===== src/rtl/clk_div_monitor.sv =====
// Samples a divided clock in its source domain: rise/fall strobes, period and
// high-time measurement, divide-ratio checking with lock and timeout detection.
module clk_div_monitor #(
  parameter int EXP_DIV     = 3,
  parameter int CNT_W       = 8,
  parameter int SYNC_STAGES = 2,
  parameter int LOCK_N      = 4
) (
  input  logic             clk_in,
  input  logic             rst,
  input  logic             en,
  input  logic             sig_in,
  output logic             rise_pulse,
  output logic             fall_pulse,
  output logic [CNT_W-1:0] period,
  output logic [CNT_W-1:0] high_time,
  output logic             meas_valid,
  output logic             div_err,
  output logic             err_sticky,
  output logic             timeout,
  output logic             lock
);

  localparam int              LW      = $clog2(LOCK_N + 1);
  localparam logic [CNT_W-1:0] CNT_MAX = '1;
  localparam logic [CNT_W-1:0] EXP     = CNT_W'(EXP_DIV);
  localparam logic [LW-1:0]    LOCK_V  = LW'(LOCK_N);

  typedef enum logic [1:0] {IDLE, ARM, MEAS} state_t;

  state_t                 r_state, w_state_nxt;
  logic [SYNC_STAGES-1:0] r_sync;
  logic                   r_lvl_d;
  logic [CNT_W-1:0]       r_per_cnt, r_hi_cnt;
  logic [LW-1:0]          r_match, w_match_nxt;
  logic                   w_lvl, w_rise, w_fall;
  logic                   w_start, w_meas, w_tmo, w_per_match;

  assign w_lvl  = r_sync[SYNC_STAGES-1];
  assign w_rise = w_lvl & ~r_lvl_d;
  assign w_fall = ~w_lvl & r_lvl_d;

  always_ff @(posedge clk_in or posedge rst) begin
    if (rst) begin
      r_sync  <= '0;
      r_lvl_d <= 1'b0;
    end else begin
      r_sync  <= {r_sync[SYNC_STAGES-2:0], sig_in};
      r_lvl_d <= w_lvl;
    end
  end

  always_ff @(posedge clk_in or posedge rst) begin
    if (rst) r_state <= IDLE;
    else     r_state <= w_state_nxt;
  end

  // A rise always takes priority over saturation; en low overrides everything.
  always_comb begin
    w_state_nxt = r_state;
    w_start     = 1'b0;
    w_meas      = 1'b0;
    w_tmo       = 1'b0;
    if (!en) begin
      w_state_nxt = IDLE;
    end else begin
      case (r_state)
        IDLE: w_state_nxt = ARM;
        ARM: begin
          if (w_rise) begin
            w_state_nxt = MEAS;
            w_start     = 1'b1;
          end
        end
        MEAS: begin
          if (w_rise) begin
            w_meas = 1'b1;
          end else if (r_per_cnt == CNT_MAX) begin
            w_tmo       = 1'b1;
            w_state_nxt = ARM;
          end
        end
        default: w_state_nxt = IDLE;
      endcase
    end
    w_per_match = (r_per_cnt == EXP);
    w_match_nxt = '0;
    if (w_per_match) w_match_nxt = (r_match == LOCK_V) ? r_match : r_match + LW'(1);
  end

  always_ff @(posedge clk_in or posedge rst) begin
    if (rst) begin
      rise_pulse <= 1'b0;
      fall_pulse <= 1'b0;
      meas_valid <= 1'b0;
      div_err    <= 1'b0;
      timeout    <= 1'b0;
      period     <= '0;
      high_time  <= '0;
      err_sticky <= 1'b0;
      lock       <= 1'b0;
      r_per_cnt  <= '0;
      r_hi_cnt   <= '0;
      r_match    <= '0;
    end else begin
      rise_pulse <= w_rise & (r_state != IDLE);
      fall_pulse <= w_fall & (r_state != IDLE);
      meas_valid <= w_meas;
      div_err    <= w_meas & ~w_per_match;
      timeout    <= w_tmo;
      if (!en || r_state == IDLE) begin
        r_per_cnt  <= '0;
        r_hi_cnt   <= '0;
        r_match    <= '0;
        lock       <= 1'b0;
        err_sticky <= 1'b0;
      end else if (w_start) begin
        // the rising cycle itself is high, so both counts start at 1
        r_per_cnt <= CNT_W'(1);
        r_hi_cnt  <= CNT_W'(1);
      end else if (w_meas) begin
        period    <= r_per_cnt;
        high_time <= r_hi_cnt;
        r_per_cnt <= CNT_W'(1);
        r_hi_cnt  <= CNT_W'(1);
        r_match   <= w_match_nxt;
        lock      <= (w_match_nxt == LOCK_V);
        if (!w_per_match) err_sticky <= 1'b1;
      end else if (w_tmo) begin
        r_per_cnt  <= '0;
        r_hi_cnt   <= '0;
        r_match    <= '0;
        lock       <= 1'b0;
        err_sticky <= 1'b1;
      end else if (r_state == MEAS) begin
        if (r_per_cnt != CNT_MAX)          r_per_cnt <= r_per_cnt + CNT_W'(1);
        if (w_lvl && r_hi_cnt != CNT_MAX) r_hi_cnt  <= r_hi_cnt + CNT_W'(1);
      end
    end
  end

endmodule

===== config.mk =====
export PLATFORM = sky130hd
export DESIGN_NAME = clk_div_monitor
export DESIGN_NICKNAME = d
export VERILOG_FILES = /design/src/rtl/clk_div_monitor.sv
export SDC_FILE = /design/constraint.sdc
export NUM_CORES = 1
export LEC_CHECK = 0
export ABC_AREA = 0
export ABC_CLOCK_PERIOD_IN_PS = 2300
export CORE_MARGIN = 2
export CORE_UTILIZATION = 40
export CTS_CLUSTER_DIAMETER = 30
export DETAILED_ROUTE_END_ITERATION = 8
export DONT_BUFFER_PORTS = 1
export PLACE_DENSITY = 0.58
export REMOVE_ABC_BUFFERS = 1
export SKIP_LAST_GASP = 1
export SLEW_MARGIN = 20
export SYNTH_ARGS = -nofsm -noshare
export SYNTH_HDL_FRONTEND = slang
export SYNTH_SLANG_ARGS = --single-unit

===== constraint.sdc =====
create_clock -name clk_in -period 2.3 [get_ports clk_in]
set_input_delay 0.46 -clock clk_in [delete_from_list [all_inputs] [get_ports clk_in]]
set_output_delay 0.46 -clock clk_in [all_outputs]
set_load 0.005 [all_outputs]

---- After elaboration in Yosys (flattened, before gate mapping) ----
Cells that the tools add are included.
operators by class
  bitwise operators ....................... 10
  $add $sub $neg .......................... 3
  reduce and logical (&&, ||, !) cells .... 15
  equality and inequality tests ........... 13
  multiplexer cells ....................... 41
operator list
  cell                                                    number
  2-to-1 mux 8 bit                                        12
  2-to-1 mux 1 bit                                        18
  2-to-1 mux 3 bit                                        6
  adder 8 x 1 -> 8 bit (second input constant)            2
  inequality test 8 bit (second input constant)           2
  nonzero test 5 bit                                      3
  inequality test 3 bit (second input constant)           3
  AND reduction 3 bit                                     3
  equality test 8 x 2 -> 1 bit (second input constant)    1
  equality test 8 bit (second input constant)             1
  2-to-1 mux 2 bit                                        4
  equality test 3 bit (second input constant)             2
  one-hot mux 2 bit (3 select lines)                      1
  AND reduction 2 bit                                     3
  bitwise AND 1 bit                                       5
  inverter 1 bit                                          5
  adder 3 x 1 -> 3 bit (second input constant)            1
  inequality test 3 x 2 -> 1 bit (second input constant)  1
  nonzero test 3 bit                                      1
  equality test 2 x 1 -> 1 bit (second input constant)    1
  equality test 2 bit (second input constant)             1
  zero test 2 bit                                         1
  inequality test 2 x 1 -> 1 bit (second input constant)  1
  nonzero test 2 bit                                      1
  3 further kinds                                         3
word-level totals
  register bits after elaboration ......... 47
  word-level logic and storage cells ...... 97

---- Longest topological paths before layout ----
Gate-level depths: netlist of the first run.
  depth after elaboration ................. 9
  mapped depth ............................ 7

---- Least setup slack after synthesis of the first run ----
Ideal clock, no wire load.
  kind .................................... register to register
  start point ............................. register r_per_cnt[0]
  end point ............................... register lock
  stages on the path, launching flop included .. 6
  clock period less this slack ............ 1946 ps
  buffers on the path ..................... 0
  path slack .............................. 354 ps
  required time ........................... 2236 ps
  arrival time ............................ 1882 ps
  cells stage by stage .................... dfrtp_1 -> ha_1 -> or4b_4 -> or4_4 -> nor3_4 -> a22o_2
between the ends
  cells in the longest elaborated chain, start to end .. 7
  elaborated cells between the ends (all ways) .. 13
  classes of those cells .................. eq/ne (3); mux (8); reduce/logical (2)
ends and longest elaborated chain
  what                                  line  RTL
  from (decl)                           34    logic [CNT_W-1:0] r_per_cnt, r_hi_cnt;
  from (signal assigned)                136   if (r_per_cnt != CNT_MAX) r_per_cnt <= r_per_cnt + CNT_W'(1);
  equality test 8 bit                   78    end else if (r_per_cnt == CNT_MAX) begin
  2-to-1 mux 1 bit                      78
  2-to-1 mux 1 bit                      76    if (w_rise) begin
  2-to-1 mux 1 bit                      67    case (r_state)
  2-to-1 mux 1 bit                      64    if (!en) begin
  nonzero test 3 bit (no source line)   -
  AND reduction 2 bit (no source line)  -
  to (signal assigned)                  127   lock <= (w_match_nxt == LOCK_V);
  to (decl)                             21    output logic lock
Several ways; a longest one is shown, not always the timed one. The select of a mux whose other input is x is not followed.
A chain may end at the register's enable or synchronous reset.

---- Final worst setup path of the first run ----
Same ends and word-level chain as after synthesis.

==> results of run 1 <==
repair_timing:
action / CTS / global route
hold endpoints to repair: 8 / 0
endpoints found under the setup margin: 0 / 0
hold buffers: 1 / 0
how the worst min path moves through the flow:
| stage | from | to | slack, ps | cells past startpoint |
|---|---|---|---|---|
| 2_1_floorplan | r_sync[0] | r_sync[1] | 330 | 0 |
| 3_3_place_gp | rst | timeout | 260 | 1 |
| 3_5_place_dp | rst | err_sticky | 270 | 1 |
| 4_1_cts | sig_in | r_sync[0] | 180 | 0 |
| 5_1_grt | sig_in | r_sync[0] | 170 | 0 |
| 6_report | sig_in | r_sync[0] | 190 | 0 |
power breakdown:
part	internal [mW]	switching (mW)
logic	0.0200	0.0415
registers	0.835	0.0129
clock network	0.319	0.264
total	1.17	0.318
cells by family (layout without fill, tap and decap cells):
group	count (synthesis)	in the layout	share of synthesized area, %
multiplexers	16	16	8.18
XOR/XNOR	6	6	2.40
AO/OA/AOI/OAI	36	36	11.1
AND/OR/NAND/NOR	74	74	18.4
buffers and inverters	19	24	3.83
flip-flops	47	47	53.7
adder cells (fa/ha/maj)	4	4	2.29
layer usage:
metal / up-vias / routed length (um) / track usage [%] / part of all wire [%]
met5: - / 0 / 0 / 0
met4: 0 / 59 / 5.26 / 1.4
met3: 9 / 173 / 4.77 / 4.0
met2: 37 / 2180 / 25.7 / 51
met1: 802 / 1890 / 18.5 / 44
li1: 735 / - / - / -
state kept, by name, summed over array words and instances, names as in the netlist, 2 cells and up:
signal     cells
high_time      8
period         8
r_hi_cnt       8
r_per_cnt      8
r_match        3
r_state        2
r_sync         2
placed cells by master (no fill, tap or decap), drive strengths merged, types with 2 or more instances in the layout:
cell and n:
a2111oi 2, a21o 2, a21oi 7, a31oi 4
and3 2, buf 7, clkbuf 6, dfrtp 47
ha 4, inv 9, mux2 15, nand2 11
nand2b 2, nand3 7, nand4 5, nor2 21
nor2b 2, nor3 8, nor3b 2, nor4 3
o211ai 3, o21ai 7, o31ai 3, or3 4
or4 2, xnor2 5
stage by stage:
step           util (%)  cells  cell area (sq um)  power, mW  hold WS (ps)
3_3_place_gp       44.0    269               2290      0.924           262
2_1_floorplan         -    192               2140      0.902           331
3_5_place_dp       44.0    269               2290      0.926           267
6_report           46.2    277               2400       1.49           186
4_1_cts            46.2    277               2400       1.51           177
5_1_grt            46.2    277               2400       1.56           165
layout make-up:
type / count / area (sq um)
well taps: 70 / 87.6
fillers: 501 / 2800
clock inverters: 1 / 30.0
inverters: 9 / 33.8
repair buffers: 8 / 75.1
flip-flops and latches: 47 / 1180
multi-input cells: 136 / 928
clock buffers: 6 / 72.6
critical path, stage by stage, from the launching register on:
cell and delay, ps:
dfrtp_1 410, ha_1 250, or4b_4 490, or4_4 540, nor3_4 210, a22o_2 150
==> impl_metrics.json, run 1 <==
{
  "place.gp.congestion": 0.937,
  "yosys_warnings": 0,
  "drv_slew": 0,
  "end_kind": "flip-flop",
  "route.detailed.drc": 0,
  "finalWirelength_mm": 4.31,
  "start_util_pct": 42.0,
  "vias": 1583,
  "relSlewSlack_pct": 59.2,
  "maxCapViolations": 0,
  "postLayoutSetupSlackWorst_ps": 189,
  "fin_crit_ps": 2110,
  "regToRegStartpoint": "r_per_cnt[0]",
  "hold_viol": 0,
  "clk_pin_slew_ps": 80,
  "netlist_area_sq_um": 2190,
  "ir_worst_vdd_uv": 259,
  "cts_tree": "built",
  "ant_nets": 0,
  "synth_cells": 202,
  "die_y_um": 78.0,
  "grt_pass1_wl_mm": 7.25,
  "dp_hpwl_mm": 3.10,
  "seq_area_frac_synth_pct": 53.7,
  "area_delta_synth_final_pct": 9.83,
  "grt_pass1_vias": 1431,
  "drtPass1Iterations": 4,
  "routed_via_density": 5.71,
  "pre_cts_ws_ps": 214,
  "h-tree-depth": 2,
  "p_leak_nw": 1.06,
  "cp-start-kind": "flip-flop",
  "grt_overflow_total": 0,
  "wl_per_cell_um": 15.5,
  "clock_sinks": 47,
  "rsz0062_at_grt": "no",
  "setup_viol": 0,
  "synth_common_cells": "dfrtp_1, nor2_1, mux2_2, nand2_1, inv_1",
  "p_per_area_nw_per_um2": 621,
  "status": "finished clean",
  "rows": 26,
  "fp.dieW_um": 78.0,
  "clock_latency_ps": 300,
  "drt_first_iter_violations": 120,
  "setup.worst_path.start": "r_per_cnt[0]",
  "layout-drive-gt1-share_pct": 16.9,
  "antenna_found_initial": 0,
  "async_flop_share_pct": 100,
  "synth-edff-count": 0,
  "fp.coreArea_sq_um": 5200,
  "rrSetupSlack_ps": 190,
  "synth_most_common_cell": "dfrtp_1",
  "antennaDiodeCount": 0,
  "final_nets": 215,
  "min_path_type": "input port to flip-flop",
  "cts_resized": 0,
  "fmax_ghz": 0.474,
  "cp_data_required_time_ps": 2540,
  "ff2ff_path_depth": 5,
  "io_pins": 27,
  "syn_area_per_cell_sq_um": 10.8,
  "ys_top_cells_by_area": "dfrtp_1, mux2_2, nor2_1",
  "fin_crit_sh_pct": 91.8,
  "root_buffer": "clkbuf_8",
  "max_slew.worst_pin.slew_ps": 611,
  "max-clock-path-buffers": 2,
  "dieArea_sq_um": 6080,
  "skew_ps": 4.77,
  "cts_setup_buffers": 0,
  "cp-endpoint": "lock",
  "path_max_fanout": 5,
  "yosys_register_bits": 47,
  "setup_tns_ps": 0,
  "synth_ff_type": "dfrtp_1",
  "grt_max_degree": 40,
  "io_buffers": 0,
  "r2r-end": "lock",
  "path_class": "flip-flop to flip-flop",
  "numCtsBuffers": 5,
  "synth_top_area_cell": "dfrtp_1",
  "grt_use_total_pct": 15.2,
  "synth_top_area_share_pct": 53.7,
  "cp.arrival_ps": 2350,
  "ys_types": 45
}
(Power assumes the default switching activity.)
==> run 2, diff against run 1 <==
--- a/config.mk
+++ b/config.mk
@@ -6,10 +6,11 @@
 export NUM_CORES = 1
 export LEC_CHECK = 0
 export ABC_AREA = 0
-export ABC_CLOCK_PERIOD_IN_PS = 2300
+export ABC_CLOCK_PERIOD_IN_PS = 2400
 export CORE_MARGIN = 2
 export CORE_UTILIZATION = 40
 export CTS_CLUSTER_DIAMETER = 30
+export CTS_CLUSTER_SIZE = 30
 export DETAILED_ROUTE_END_ITERATION = 8
 export DONT_BUFFER_PORTS = 1
 export PLACE_DENSITY = 0.58
==> constraint.sdc (replaced) <==
create_clock -name clk_in -period 2.4 [get_ports clk_in]
set_input_delay 0.48 -clock clk_in [delete_from_list [all_inputs] [get_ports clk_in]]
set_output_delay 0.48 -clock clk_in [all_outputs]
set_load 0.005 [all_outputs]
==> run 2 against run 1 <==
Effect of this change: maximum frequency up 0.75%; routed wire length shrank 1.4%; final cell count unchanged; final area shrank 0.26%; count of clock-buffer cells in the layout rose by 1; combinational power shrank 4.7%; register-to-register slack gained 120 ps; worst setup slack improved by 120 ps; utilization shrank 0.12 points; power decreased by 7.1%; clock skew increased by 2.4 ps; sequential cell count did not move.
==> impl_metrics.json, run 2 (synthesis results as in run 1) <==
{
  "fin_crit_ps": 2100,
  "clock_sinks": 47,
  "wl_per_cell_um": 15.3,
  "grt_use_total_pct": 15.6,
  "maxCapViolations": 0,
  "min_from": "sig_in",
  "fin_crit_sh_pct": 87.3,
  "postLayoutSetupSlackWorst_ps": 304,
  "start_util_pct": 42.0,
  "cp-endpoint": "lock",
  "path_class": "flip-flop to flip-flop",
  "end_kind": "flip-flop",
  "drt_first_iter_violations": 109,
  "routed_via_density": 5.60,
  "numCtsBuffers": 5,
  "clock_latency_ps": 300,
  "vias": 1552,
  "final_common_cell": "dfrtp_1",
  "regToRegStartpoint": "r_per_cnt[0]",
  "grt_pass1_wl_mm": 7.53,
  "placed_area_sq_um": 2280,
  "grt_max_degree": 40,
  "ir_worst_vdd_uv": 307,
  "route.detailed.drc": 0,
  "antennaDiodeCount": 0,
  "relSlewSlack_pct": 57.5,
  "fin_area_sq_um": 2400,
  "dp_hpwl_mm": 3.08,
  "max-clock-path-buffers": 2,
  "setup.worst_path.start": "r_per_cnt[0]",
  "setup_viol": 0,
  "drtPass1Iterations": 5,
  "antenna_found_initial": 0,
  "h-tree-depth": 2,
  "ff2ff_path_depth": 5,
  "cts_tree": "built",
  "die_y_um": 78.0,
  "fmax_ghz": 0.477,
  "io_buffers": 0,
  "min_path_type": "input port to flip-flop",
  "grt_pass1_vias": 1515,
  "clk_pin_slew_ps": 90,
  "io_pins": 27,
  "p_per_area_nw_per_um2": 578,
  "skew_ps": 7.19,
  "hold_viol": 0,
  "max_slew.worst_pin.slew_ps": 635,
  "rrSetupSlack_ps": 300,
  "finalWirelength_mm": 4.25,
  "r2r-end": "lock",
  "fp.coreArea_sq_um": 5200,
  "rsz0062_at_grt": "no",
  "dieArea_sq_um": 6080,
  "area_delta_synth_final_pct": 9.55,
  "drv_slew": 0,
  "ant_nets": 0,
  "place.gp.congestion": 0.932,
  "root_buffer": "clkbuf_8",
  "cts_resized": 0,
  "path_max_fanout": 5,
  "fp.dieW_um": 78.0,
  "cp_data_required_time_ps": 2630,
  "cp-start-kind": "flip-flop",
  "setup_tns_ps": 0,
  "layout-drive-gt1-share_pct": 17.4,
  "grt_overflow_total": 0,
  "p_leak_nw": 1.06,
  "rows": 26,
  "cp.arrival_ps": 2330,
  "pre_cts_ws_ps": 318,
  "status": "finished clean",
  "final_nets": 214,
  "mostFrequentLayoutCells": "dfrtp_1, nor2_1, mux2_2",
  "p_total_mw": 1.39
}
-- run 2: cell type report --
type / instances / area (sq um)
clock buffers: 7 / 96.3
clock inverters: 1 / 7.51
fillers: 488 / 2810
inverters: 9 / 33.8
multi-input cells: 136 / 928
flip-flops and latches: 47 / 1180
well taps: 70 / 87.6
repair buffers: 7 / 67.6
-- run 2: per-layer routing --
| metal | global-route usage, % | wire (um) | vias up |
|---|---|---|---|
| met5 | 0 | 0 | - |
| met4 | 4.56 | 48 | 0 |
| met3 | 4.53 | 174 | 8 |
| met2 | 26.2 | 2140 | 35 |
| met1 | 19.5 | 1880 | 774 |
| li1 | - | - | 735 |
-- run 2: through the flow --
step | cells | util, % | hold slack (ps)
6_report | 277 | 46.1 | 204
5_1_grt | 277 | 46.1 | 177
4_1_cts | 277 | 46.1 | 191
3_5_place_dp | 268 | 43.9 | 282
3_3_place_gp | 268 | 43.9 | 282
2_1_floorplan | 192 | - | 331
-- run 2: worst max-delay path, stage by stage, from the launching register on --
cell and delay [ps]:
dfrtp_1 410, ha_1 260, or4b_4 490, or4_4 530
nor3_4 210, a22o_2 150
-- run 2: worst min-delay path by stage --
| stage | to | slack (ps) | cells after the start |
|---|---|---|---|
| 2_1_floorplan | r_sync[1] | 330 | 0 |
| 3_3_place_gp | timeout | 280 | 1 |
| 3_5_place_dp | err_sticky | 280 | 1 |
| 4_1_cts | r_sync[0] | 190 | 0 |
| 5_1_grt | r_sync[0] | 180 | 0 |
| 6_report | r_sync[0] | 200 | 0 |
-- run 2: where the power goes --
| group | switching (mW) | internal, mW |
|---|---|---|
| Clock | 0.253 | 0.262 |
| Combinational | 0.0395 | 0.0193 |
| Sequential | 0.0121 | 0.800 |
-- run 2: what timing repair did --
item / CTS / global route
setup buffers: 0 / 0
hold buffers: 1 / 0
hold endpoints to repair: 8 / 0
==> run 3, diff against run 2 <==
--- a/config.mk
+++ b/config.mk
@@ -13,6 +13,7 @@
 export CTS_CLUSTER_SIZE = 30
 export DETAILED_ROUTE_END_ITERATION = 8
 export DONT_BUFFER_PORTS = 1
+export MAX_ROUTING_LAYER = met4
 export PLACE_DENSITY = 0.58
 export REMOVE_ABC_BUFFERS = 1
 export SKIP_LAST_GASP = 1
==> run 3 against run 2 <==
Effect of this change: critical path depth did not move; clock power about the same; power about the same; final area unchanged; sequential power hardly changed; maximum frequency hardly changed; count of clock-buffer cells in the layout unchanged; clock skew decreased by 0.60 ps; largest cell class unchanged; highest routed layer unchanged.
==> impl_metrics.json, run 3 (synthesis results as in run 1) <==
{
  "mostFrequentLayoutCells": "dfrtp_1, nor2_1, mux2_2",
  "start_util_pct": 42.0,
  "drv_slew": 0,
  "p_per_area_nw_per_um2": 579,
  "final_common_cell": "dfrtp_1",
  "end_kind": "flip-flop",
  "place.gp.congestion": 0.949,
  "setup_viol": 0,
  "relSlewSlack_pct": 60.6,
  "clock_latency_ps": 300,
  "skew_ps": 6.59,
  "dpl.cell_count": 268,
  "min_path_type": "input port to flip-flop",
  "cpPeakStageDelay_ps": 530,
  "root_buffer": "clkbuf_8",
  "final_nets": 214,
  "numCtsBuffers": 5,
  "path_max_fanout": 5,
  "antennaDiodeCount": 0,
  "ant_nets": 0,
  "dieArea_sq_um": 6080,
  "path_class": "flip-flop to flip-flop",
  "cts_tree": "built",
  "rrSetupSlack_ps": 300,
  "rsz0062_at_grt": "no",
  "grt_max_degree": 40,
  "layout-drive-gt1-share_pct": 17.4,
  "cp-start-kind": "flip-flop",
  "rows": 26,
  "ir_worst_vdd_uv": 308,
  "drt_first_iter_violations": 117,
  "crit_slowest_cell": "or4_4",
  "dp_hpwl_mm": 3.08,
  "io_pins": 27,
  "p_total_mw": 1.39,
  "cp_data_required_time_ps": 2640,
  "grt_use_total_pct": 16.1,
  "cp.arrival_ps": 2330,
  "cts_resized": 0,
  "status": "finished clean",
  "area_delta_synth_final_pct": 9.55,
  "hold_viol": 0,
  "layout.cells.non_filler": 277,
  "ctsHoldBuffers": 1,
  "antenna_found_initial": 0,
  "die_y_um": 78.0,
  "clock_sinks": 47,
  "fin_crit_ps": 2100,
  "p_leak_nw": 1.06,
  "path_cells": "ha_1 -> or4b_4 -> or4_4 -> nor3_4 -> a22o_2",
  "wl_per_cell_um": 15.3,
  "cts_setup_buffers": 0,
  "fmax_ghz": 0.477,
  "setup_tns_ps": 0,
  "max_slew.worst_pin.slew_ps": 589,
  "grt_pass1_vias": 1511,
  "maxCapViolations": 0,
  "io_buffers": 0,
  "grt_overflow_total": 0,
  "route.detailed.drc": 0,
  "grt_pass1_wl_mm": 7.54,
  "fin_crit_sh_pct": 87.3,
  "routed_via_density": 5.63,
  "fp.coreArea_sq_um": 5200,
  "max-clock-path-buffers": 2,
  "vias": 1559,
  "drtPass1Iterations": 4,
  "h-tree-depth": 2,
  "final_util_pct": 46.1,
  "fp.dieW_um": 78.0,
  "clk_pin_slew_ps": 90,
  "finalWirelength_mm": 4.25
}
==> run 3: final timing paths <==
check	end	from	depth (start not counted)
worst max-delay path	lock	r_per_cnt[0]	5
worst min-delay path	r_sync[0]	sig_in	0
worst max register to register	lock	r_per_cnt[0]	5
worst min register to register	r_sync[1]	r_sync[0]	0
max in group asynchronous	high_time[5]	rst	3
min in group asynchronous	r_match[0]	rst	2
==> run 3: worst max-delay path: cells and delay by family, from the launching register on <==
family          cells  cell delay (ps)
simple gates        3             1230
compound gates      1              150
fa+ha+maj           1              260
flops               1              410
==> run 3: where the power goes <==
| group | total, mW | leakage, nW | internal [mW] | switching [mW] |
|---|---|---|---|---|
| Combinational | 0.0589 | 0.363 | 0.0193 | 0.0396 |
| Clock | 0.516 | 0.0505 | 0.262 | 0.254 |
| Sequential | 0.812 | 0.646 | 0.800 | 0.0122 |
==> run 3: stage by stage <==
step / hold slack, ps / setup WS, ps / cell area, sq um
after global placement: 282 / 372 / 2280
after global routing: 177 / 178 / 2400
final: 204 / 305 / 2400
after detailed placement: 282 / 318 / 2280
after floorplan: 331 / 454 / 2140
after CTS: 191 / 292 / 2400
==> run 3: layer usage <==
layer,vias up,share of wire [%],track usage [%]
met1,776,44,19.9
li1,735,-,-
met5,-,0,-
met2,40,51,26.2
met4,0,1.2,4.56
met3,8,3.9,4.19
==> run 3: final cells by class <==
type	count	area, sq um
fillers	488	2810
multi-input cells	136	928
repair buffers	7	67.6
clock inverters	1	7.51
clock buffers	7	96.3
flip-flops and latches	47	1180
well taps	70	87.6
inverters	9	33.8
